`config.mk`:
```
export PLATFORM = sky130hd
export DESIGN_NAME = mux_scan_reg
export DESIGN_NICKNAME = d
export VERILOG_FILES = /design/src/rtl/mux_scan_reg.sv
export SDC_FILE = /design/constraint.sdc
export NUM_CORES = 1
export LEC_CHECK = 0
export ABC_AREA = 1
export ABC_CLOCK_PERIOD_IN_PS = 1100
export BUFFER_PORTS_ARGS = -buffer_cell sky130_fd_sc_hd__buf_2
export CAP_MARGIN = 20
export CELL_PAD_IN_SITES_DETAIL_PLACEMENT = 1
export CELL_PAD_IN_SITES_GLOBAL_PLACEMENT = 2
export CORE_MARGIN = 5
export CORE_UTILIZATION = 25
export DETAILED_ROUTE_END_ITERATION = 16
export PLACE_DENSITY = 0.78
export SYNTH_ARGS = -nofsm -noshare
export SYNTH_HDL_FRONTEND = slang
export SYNTH_SLANG_ARGS = --single-unit
```
`constraint.sdc`:
```
create_clock -name clk -period 1.1 [get_ports clk]
set_input_delay 0.055 -clock clk [delete_from_list [all_inputs] [get_ports clk]]
set_output_delay 0.055 -clock clk [all_outputs]
set_load 0.05 [all_outputs]
```
`src/rtl/mux_scan_reg.sv`:
```
// mux_scan_reg: N-channel registered multiplexer with an internal active-channel
// register. The channel is loaded explicitly (static), stepped round-robin with a
// programmable dwell (scan), or held together with the output (freeze).
module mux_scan_reg #(
  parameter int WIDTH  = 1,
  parameter int NCH    = 4,
  parameter int SELW   = 2,
  parameter int DWELLW = 4
) (
  input  logic                  clk,
  input  logic                  rst_n,
  input  logic [NCH*WIDTH-1:0]  din,
  input  logic                  in_valid,
  input  logic [SELW-1:0]       sel,
  input  logic                  sel_load,
  input  logic [1:0]            mode,
  input  logic [DWELLW-1:0]     dwell,
  output logic [WIDTH-1:0]      out,
  output logic                  out_valid,
  output logic [SELW-1:0]       out_ch,
  output logic                  sel_err
);

  // Every index the channel register can encode gets a slot; slots past NCH
  // read as zero so the mux never indexes outside the bus.
  localparam int              NSLOT   = 1 << SELW;
  localparam logic [SELW-1:0] LAST_CH = SELW'(NCH - 1);

  typedef enum logic [1:0] {
    MODE_STATIC     = 2'b00,
    MODE_SCAN       = 2'b01,
    MODE_FREEZE     = 2'b10,
    MODE_STATIC_ALT = 2'b11
  } mode_e;

  mode_e mode_s;
  assign mode_s = mode_e'(mode);

  // Round-robin successor that wraps at the last real channel, so indices
  // >= NCH are never reached even for non-power-of-2 channel counts.
  function automatic logic [SELW-1:0] next_ch(input logic [SELW-1:0] c);
    next_ch = (c == LAST_CH) ? '0 : c + SELW'(1);
  endfunction

  logic [WIDTH-1:0] ch_data [NSLOT];

  genvar k;
  generate
    for (k = 0; k < NSLOT; k++) begin : g_slot
      if (k < NCH) begin : g_real
        assign ch_data[k] = din[k*WIDTH +: WIDTH];
      end else begin : g_pad
        assign ch_data[k] = '0;
      end
    end
  endgenerate

  logic                sel_ok;
  assign sel_ok = (sel <= LAST_CH);

  logic [SELW-1:0]     cur_ch_q,    cur_ch_d;
  logic [DWELLW-1:0]   cnt_q,       cnt_d;
  logic [WIDTH-1:0]    out_q,       out_d;
  logic                out_valid_q, out_valid_d;
  logic [SELW-1:0]     out_ch_q,    out_ch_d;
  logic                sel_err_q,   sel_err_d;

  // Next-state for the channel/dwell state and the output register.
  always_comb begin
    cur_ch_d    = cur_ch_q;
    cnt_d       = cnt_q;
    out_d       = out_q;
    out_valid_d = 1'b0;
    out_ch_d    = out_ch_q;
    sel_err_d   = sel_load && !sel_ok;

    // Output stage samples the channel that was active before this edge;
    // freeze holds data/index and drops valid.
    if (mode_s != MODE_FREEZE) begin
      out_d       = ch_data[cur_ch_q];
      out_ch_d    = cur_ch_q;
      out_valid_d = in_valid;
    end

    // A valid explicit load wins over scan stepping in every mode and
    // restarts the dwell count; invalid loads leave the state alone.
    if (sel_load && sel_ok) begin
      cur_ch_d = sel;
      cnt_d    = '0;
    end else begin
      case (mode_s)
        MODE_SCAN: begin
          if (cnt_q == dwell) begin
            cur_ch_d = next_ch(cur_ch_q);
            cnt_d    = '0;
          end else begin
            cnt_d = cnt_q + DWELLW'(1);
          end
        end
        MODE_FREEZE: begin
          cur_ch_d = cur_ch_q;
          cnt_d    = cnt_q;
        end
        default: begin
          cnt_d = '0;
        end
      endcase
    end
  end

  // State and output registers with asynchronous clear.
  always_ff @(posedge clk or negedge rst_n) begin
    if (!rst_n) begin
      cur_ch_q    <= '0;
      cnt_q       <= '0;
      out_q       <= '0;
      out_valid_q <= 1'b0;
      out_ch_q    <= '0;
      sel_err_q   <= 1'b0;
    end else begin
      cur_ch_q    <= cur_ch_d;
      cnt_q       <= cnt_d;
      out_q       <= out_d;
      out_valid_q <= out_valid_d;
      out_ch_q    <= out_ch_d;
      sel_err_q   <= sel_err_d;
    end
  end

  assign out       = out_q;
  assign out_valid = out_valid_q;
  assign out_ch    = out_ch_q;
  assign sel_err   = sel_err_q;

endmodule

```
### Yosys cells after proc, flatten, opt, wreduce, memory -nomap -nowiden

Index checks and enable logic that the tools add are counted.

| storage, ports and cells | value |
|---|---|
| register bits after elaboration | 11 |
| input bits | 16 |
| output and inout port bits | 5 |
| word-level logic and storage cells | 34 |

| cells by class | value |
|---|---|
| add/subtract/negate cells | 2 |
| magnitude comparators | 2 |
| eq/ne operators | 6 |
| multiplexer cells | 11 |
| bitwise operators | 1 |
| reduce and logical (&&, ||, !) cells | 6 |

Operators by type and width:

| cell | count |
|---|---|
| $mux 2 | 4 |
| $mux 4 | 2 |
| $pmux 4 s2 | 1 |
| $add 4x1->4 const B | 1 |
| $eq 2x2->1 const B | 2 |
| $eq 4x4->1 | 1 |
| $ne 2x2->1 const B | 2 |
| $reduce_bool 2->1 | 2 |
| $ge 3x3->1 const B | 1 |
| $mux 1 | 3 |
| $not 2->3 | 1 |
| $add 2x1->2 const B | 1 |
| $bmux 1 s2 | 1 |
| $eq 2x1->1 const B | 1 |
| $le 2x2->1 const B | 1 |
| $logic_and 1x1->1 | 2 |
| $reduce_and 2->1 | 1 |
| $logic_not 1->1 | 1 |

### Longest topological paths before layout

Gate-level depths: netlist of the first run.

| depth | value |
|---|---|
| word-level depth | 5 |
| gate-level depth with buffers | 8 |
| depth with buffers taken out | 8 |

### Worst setup path after synthesis of the first run

Ideal clock, no wire load.

| timing path | value |
|---|---|
| kind | reg2reg |
| from | register cur_ch_q[0] |
| to | register cur_ch_q[1] |
| data arrival time | 892 ps |
| slack | 90 ps |
| stages on the path, launching flop included | 6 |
| path through | dfrtp_1 > ha_1 > nand2_1 > nand2_1 > nand3_1 > nand2_1 |

| on the way | value |
|---|---|
| longest elaborated chain between the ends | 5 |
| elaborated cells on any way between the ends | 6 |
| classes of those cells | 1 x add/sub; 1 x eq/ne; 4 x mux |

RTL lines:

| what | RTL line | RTL |
|---|---|---|
| from (decl) | 61 | `logic [SELW-1:0] cur_ch_q, cur_ch_d;` |
| from (signal assigned) | 121 | `cur_ch_q <= cur_ch_d;` |
| $add 2x1->2 / $eq 2x2->1 (equally long branches) | 42 | `next_ch = (c == LAST_CH) ? '0 : c + SELW'(1);` |
| $mux 2 (*) | 42 |  |
| $mux 2 (*) | 93 | `if (cnt_q == dwell) begin` |
| $mux 2 (*) | 91 | `case (mode_s)` |
| $mux 2 (*) | 87 | `if (sel_load && sel_ok) begin` |

Every way passes the cells marked *; elsewhere a longest branch is shown, timed or not. The select of a mux whose other input is x is not followed.
A chain may end at the register's enable or synchronous reset.

### Worst setup path after layout of the first run

| timing path | value |
|---|---|
| from | register cur_ch_q[0] |
| to | register cur_ch_q[0] |

Same word-level chain as after synthesis.

==> key figures, run 1 <==
Drt
  – Antenna Nets Post-Route: 0
  – DR vias/cell: 4.47
  – 1st-iter DRT viols: 15
  – DRT Wirelength: 1690 um
  – Total number of vias: 648
  – Router iterations before antenna repair: 4
  – Routed WL per cell: 11.6 um
  – Drt drc: 0

Floorplanning
  – Die ar.: 3570 um2
  – Die Y: 59.7 um
  – Die X: 59.7 um
  – Io pins: 21
  – Row Count: 18
  – Core Box Area: 2410 um2
  – Initial Util: 0.256

Worst setup path
  – Max FO, Critical Path: 3
  – Reg-to-reg setup timing slack: -0.009 ns
  – RR Startpoint: cur_ch_q[0]
  – Worst R2R Path Depth: 4
  – CP max stage delay: 0.41 ns
  – CP Capture Type: register
  – CP max stage cell: dfrtp_1
  – Cell Chain, Critical Path: ha_2, o31ai_2, nand3_2, nand2_1
  – CP Data Required Time: 1.30 ns
  – CP Launch Type: register
  – CP Capture Point: cur_ch_q[0]
  – Crit path DAT: 1.31 ns
  – Crit path from: cur_ch_q[0]
  – Worst Setup Path Type: register to register
  – Worst R2R End: cur_ch_q[0]

Pwr
  – P per Cell Area: 1140 nW/um2
  – Seq pwr share: 0.426
  – Switch Pwr: 0.356 mW
  – Clock share of power: 0.249
  – Power consumption: 0.999 mW
  – Sw Ratio: 0.356
  – Internal: 0.643 mW
  – LEAKAGE: 0.461 nW
  – Combinational share of power: 0.325
  – VDD IR max: 0.447 mV

Logic synthesis
  – Area leader, netlist: dfrtp_1
  – EDFF count, synth: 0
  – Post-synthesis cell count: 86
  – Synth top area share: 0.405
  – Synth top area cells: dfrtp_1 40%, nand2_1 19%, nand3_1 6.5%, inv_1 5.5%, o21ai_0 4.9%
  – Syn Nets: 104
  – Post-synth top cells: 32 x nand2_1, 10 x dfrtp_1, 9 x inv_1, 8 x nand3_1, 6 x o21ai_0
  – Yosys warnings: 0
  – Sequential area share after synthesis: 0.405
  – Main flop type after synthesis: dfrtp_1
  – Synth unique cells: 20
  – Avg Synthesized Cell Area: 7.19 um2
  – Top-count cell post-synth: nand2_1
  – Post-synth ARST share: 1.00
  – Count of state elements after synthesis: 10
  – Cell Area, Synth: 618 um2

Final layout
  – Area growth from synthesis to layout: 41.5%
  – Fin area: 875 um2
  – Ant. Diodes: 0
  – Fin util: 0.363
  – Layout cells sized above 1: 0.426
  – Fin nets: 135
  – Fillers: 315

STA
  – Final Critical Period: 1.11 ns
  – RSZ-0062 raised after global routing: true
  – Highest clock rate: 0.902 GHz
  – Hold Vio Cnt, Final: 0
  – Setup ws final: -0.00853 ns
  – Final Max Tran Viols: 0
  – Final period util: 1.01
  – Final setup violation count: 1
  – Clock Skews: 0.00899 ns

Min path
  – Min-delay src: in_valid
  – HP Class: input port to register
  – Hold depth: 2

Place
  – Place WS: -0.00716 ns
  – Dpl cell area: 758 um2
  – PortBufs: 19
  – GP Congestion: 0.742
  – HPWL Detailed: 1260 um

Clocking
  – TritonCTS clock tree: built
  – TritonCTS Sinks: 10
  – Root Driver: clkbuf_4
  – Worst skew pair latency: 0.26 ns
  – Clk buf depth: 2
  – TritonCTS Buffers: 3
  – Number of H-tree levels: 1
  – Clock-pin slew on the worst setup and hold paths: 0.07 ns

Flow run
  – Max-Cap Viols: 0

Global route
  – Initial antenna violation count: 0
  – Gr ovfl total: 0
  – First-pass GRT wire length: 2870 um
  – Vias in the first global route: 655
  – Largest net degree at the start of global routing: 11
  – GRT Resource Usage Total: 0.108

Outcome
  – Failing checks: negative setup slack
  – Status: finished with violations
-- power by group through the flow --
| stage | Clock (mW) | Sequential, mW | Combinational [mW] |
|---|---|---|---|
| 5_1_grt | 0.288 | 0.431 | 0.362 |
| 3_3_place_gp | 0 | 0.438 | 0.267 |
| 3_5_place_dp | 0 | 0.437 | 0.271 |
| 2_1_floorplan | 0 | 0.510 | 0.106 |
| 4_1_cts | 0.271 | 0.428 | 0.291 |
| 6_report | 0.249 | 0.425 | 0.324 |
-- area by class of cell --
type                       count  area, um2  area share
multi-input combinational     64        363       0.415
sequential                    10        253       0.289
timing repair buffer          27        158       0.180
inverter                      11       41.3      0.0472
tap                           30       37.5      0.0429
clock buffer                   3       22.5      0.0258
-- cell usage in the layout (no fill, tap or decap), drive strengths merged, types with 2 or more instances in the layout --
cell type	count
ha	2
o21ai	6
clkbuf	3
nor2	5
inv	11
nand2	34
buf	26
xor2	2
nand3	8
dfrtp	10
-- critical path, delay by kind of cell (launching register included) --
| family | cells | cell delay, ns |
|---|---|---|
| compound gates | 1 | 0.27 |
| fa+ha+maj | 1 | 0.19 |
| flops | 1 | 0.41 |
| simple gates | 2 | 0.18 |
-- routing by layer --
metal	vias up	global-route usage	part of all wire
met1	300	0.141	0.46
met5	-	0	0
li1	328	-	-
met4	0	0.0380	0.0047
met3	2	0.0302	0.060
met2	18	0.168	0.48
-- sequential cells by signal, indices dropped and copies added (netlist names) --
name	flops
cur_ch_q	2
cnt_q	4
out_valid	1
out	1
out_ch	2
-- per-stage QoR --
stage	hold slack, ns	setup TNS [ns]	std cells
after floorplan	-0.241	0	86
after global placement	-0.0635	-0.00126	136
after detailed placement	-0.0584	-0.00716	136
after CTS	0.0369	-0.00757	141
after global routing	0.0447	-0.438	145
final	0.0504	-0.00853	145
-- worst min-delay path by stage --
| stage | end | slack [ns] |
|---|---|---|
| 6_report | out_valid | 0.05 |
| 5_1_grt | out_valid | 0.04 |
| 4_1_cts | out_valid | 0.04 |
| 3_5_place_dp | out_ch[0] | -0.06 |
| 3_3_place_gp | out_ch[0] | -0.06 |
| 2_1_floorplan | cnt_q[0] | -0.24 |
-- repair_timing --
item,CTS,global route
gates resized for setup,1,16
buffers inserted,1,4
hold endpoints to repair,10,0
hold buffers,1,0
endpoints found under the setup margin,5,7
pin swaps,1,12
-- cell families (layout without fill, tap and decap cells) --
| kind of cell | count (synthesis) | after routing | share of synthesized area |
|---|---|---|---|
| AND/OR/NAND/NOR | 49 | 49 | 0.348 |
| other | 1 | 1 | 0.00607 |
| adder cells (fa/ha/maj) | 2 | 2 | 0.0405 |
| AO/OA/AOI/OAI | 10 | 10 | 0.0931 |
| XOR/XNOR | 2 | 2 | 0.0283 |
| buffers and inverters | 12 | 41 | 0.0790 |
| flip-flops | 10 | 10 | 0.405 |
Note: power is estimated with default switching activity, not from simulation.
==> inputs of run 2 (changes only) <==
==> constraint.sdc (replaced) <==
create_clock -name clk -period 1.1 [get_ports clk]
set_input_delay 0.165 -clock clk [delete_from_list [all_inputs] [get_ports clk]]
set_output_delay 0.165 -clock clk [all_outputs]
set_load 0.05 [all_outputs]
==> key figures, run 2 (synthesis gave the netlist of run 1 again) <==
Outcome
  – Status: completed

STA
  – Final Critical Period: 1.09 ns (-0.0170 ns)
  – Highest clock rate: 0.916 GHz (+1.6%)
  – Final Max Tran Viols: 0 (unchanged)
  – Final period util: 0.992 (-0.0155)
  – Clock Skews: 0.00292 ns (-0.00607 ns)
  – Hold Vio Cnt, Final: 0 (unchanged)
  – Final setup violation count: 0 (-1)
  – RSZ-0062 raised after global routing: true

Floorplanning
  – Die X: 59.7 um (unchanged)
  – Io pins: 21 (unchanged)
  – Die ar.: 3570 um2 (unchanged)
  – Core Box Area: 2410 um2 (unchanged)
  – Die Y: 59.7 um (unchanged)
  – Row Count: 18 (unchanged)
  – Initial Util: 0.256 (unchanged)

Pwr
  – VDD IR max: 0.488 mV (+9.1%)
  – P per Cell Area: 1140 nW/um2 (+0.18%)
  – Power consumption: 0.986 mW (-1.3%)
  – LEAKAGE: 0.465 nW (+0.80%)

Global route
  – Gr ovfl total: 0 (unchanged)
  – First-pass GRT wire length: 3150 um (+9.6%)
  – Vias in the first global route: 733 (+12%)
  – GRT Resource Usage Total: 0.117 (+0.00945)
  – Largest net degree at the start of global routing: 11 (unchanged)
  – Initial antenna violation count: 0 (unchanged)

Final layout
  – Commonest non-fill, non-tap cell in the layout: nand2_1
  – Fillers: 333 (+5.7%)
  – Fin area: 862 um2 (-1.4%)
  – Fin nets: 136 (+0.74%)
  – Area growth from synthesis to layout: 39.5%
  – Ant. Diodes: 0 (unchanged)
  – Layout cells sized above 1: 0.388 (-0.0382)
  – Fin util: 0.358 (-0.00519)
  – Largest reg by FF count: cnt_q
  – Max reg flops: 4 (unchanged)
  – Most frequent cells in the layout: 28 x nand2_1, 19 x buf_2, 9 x dfrtp_1

Min path
  – Hold depth: 2 (unchanged)
  – HP Class: input port to register

Place
  – GP Congestion: 0.722 (-2.7%)
  – HPWL Detailed: 1400 um (+11%)
  – PortBufs: 19 (unchanged)
  – Dpl cell area: 773 um2 (+2.0%)

Clocking
  – TritonCTS Buffers: 3 (unchanged)
  – Number of H-tree levels: 1 (unchanged)
  – Clk buf depth: 2 (unchanged)
  – TritonCTS clock tree: built
  – Clock-pin slew on the worst setup and hold paths: 0.07 ns (about the same)
  – Worst skew pair latency: 0.26 ns (about the same)
  – Root Driver: clkbuf_4
  – TritonCTS Sinks: 10 (unchanged)

Drt
  – Drt drc: 0 (unchanged)
  – Total number of vias: 671 (+3.5%)
  – Routed WL per cell: 11.8 um (+1.7%)
  – DRT Wirelength: 1730 um (+2.4%)
  – Router iterations before antenna repair: 4 (unchanged)
  – DR vias/cell: 4.60 (+2.8%)
  – Antenna Nets Post-Route: 0 (unchanged)
  – 1st-iter DRT viols: 14 (-1)

Worst setup path
  – Reg-to-reg setup timing slack: 0.009 ns (+0.02 ns)
  – Worst Setup Path Type: register to register
  – Max FO, Critical Path: 5 (+2)
  – CP Capture Type: register
  – Worst R2R Path Depth: 4 (unchanged)
  – CP Launch Type: register
  – Crit path DAT: 1.29 ns (-0.02 ns)
  – CP Data Required Time: 1.30 ns (about the same)

Flow run
  – Max-Cap Viols: 0 (unchanged)
run 2: cell count changes in the layout (fill, tap and decap cells not counted), sizes merged:
cell | previous run | this run
buf | 26 | 27
run 2: worst paths after layout:
check / start / end
worst max-delay path: cur_ch_q[0] / cur_ch_q[0]
worst min-delay path: in_valid / out_valid
worst max register to register: cur_ch_q[0] / cur_ch_q[0]
worst min register to register: out_ch[1] / out_ch[1]
max in group asynchronous: rst_n / cur_ch_q[0]
min in group asynchronous: rst_n / out_ch[0]
run 2: timing repair:
action	in CTS	in global routing
buffers inserted	2	2
endpoints found under the hold margin	10	0
hold buffers	1	0
resized for setup	1	11
pin swaps	2	5
endpoints found under the setup margin	6	6
run 2: final cells by class:
cell class                      instances  area [um2]  share of cell area
Tap cell                               30        37.5              0.0435
Clock buffer                            3        22.5              0.0261
Timing Repair Buffer                   28         165               0.192
Sequential cell                        10         251               0.292
Inverter                               11        41.3              0.0479
Multi-Input combinational cell         64         344               0.399
run 2: power breakdown:
part,total [mW],internal (mW),switching [mW]
clock network,0.251,0.126,0.124
logic,0.304,0.105,0.199
registers,0.431,0.403,0.0285
total,0.986,0.635,0.352
run 2: stage by stage:
step                      hold WS (ns)  TNS (ns)  instances  setup slack, ns
after CTS                        0.131   -0.0362        144          -0.0156
after detailed placement        0.0498   -0.0599        138          -0.0324
final                            0.143         0        146          0.00850
after global routing             0.135    -0.441        146           -0.100
after global placement          0.0478  -0.00463        138         -0.00463
after floorplan                 -0.131         0         86           0.0902
run 2: layer usage:
metal | part of all wire | track usage | wire [um] | vias up
li1 | - | - | - | 329
met3 | 0.076 | 0.0389 | 132 | 2
met4 | 0.0081 | 0.0380 | 14 | 0
met2 | 0.50 | 0.205 | 869 | 18
met1 | 0.41 | 0.132 | 713 | 322
met5 | 0 | 0 | 0 | -
run 2: critical path, stage by stage (launching register included):
cell     delay [ns]
dfrtp_2        0.44
ha_1           0.22
o31ai_2        0.20
nand3_2        0.09
nand2_1        0.08
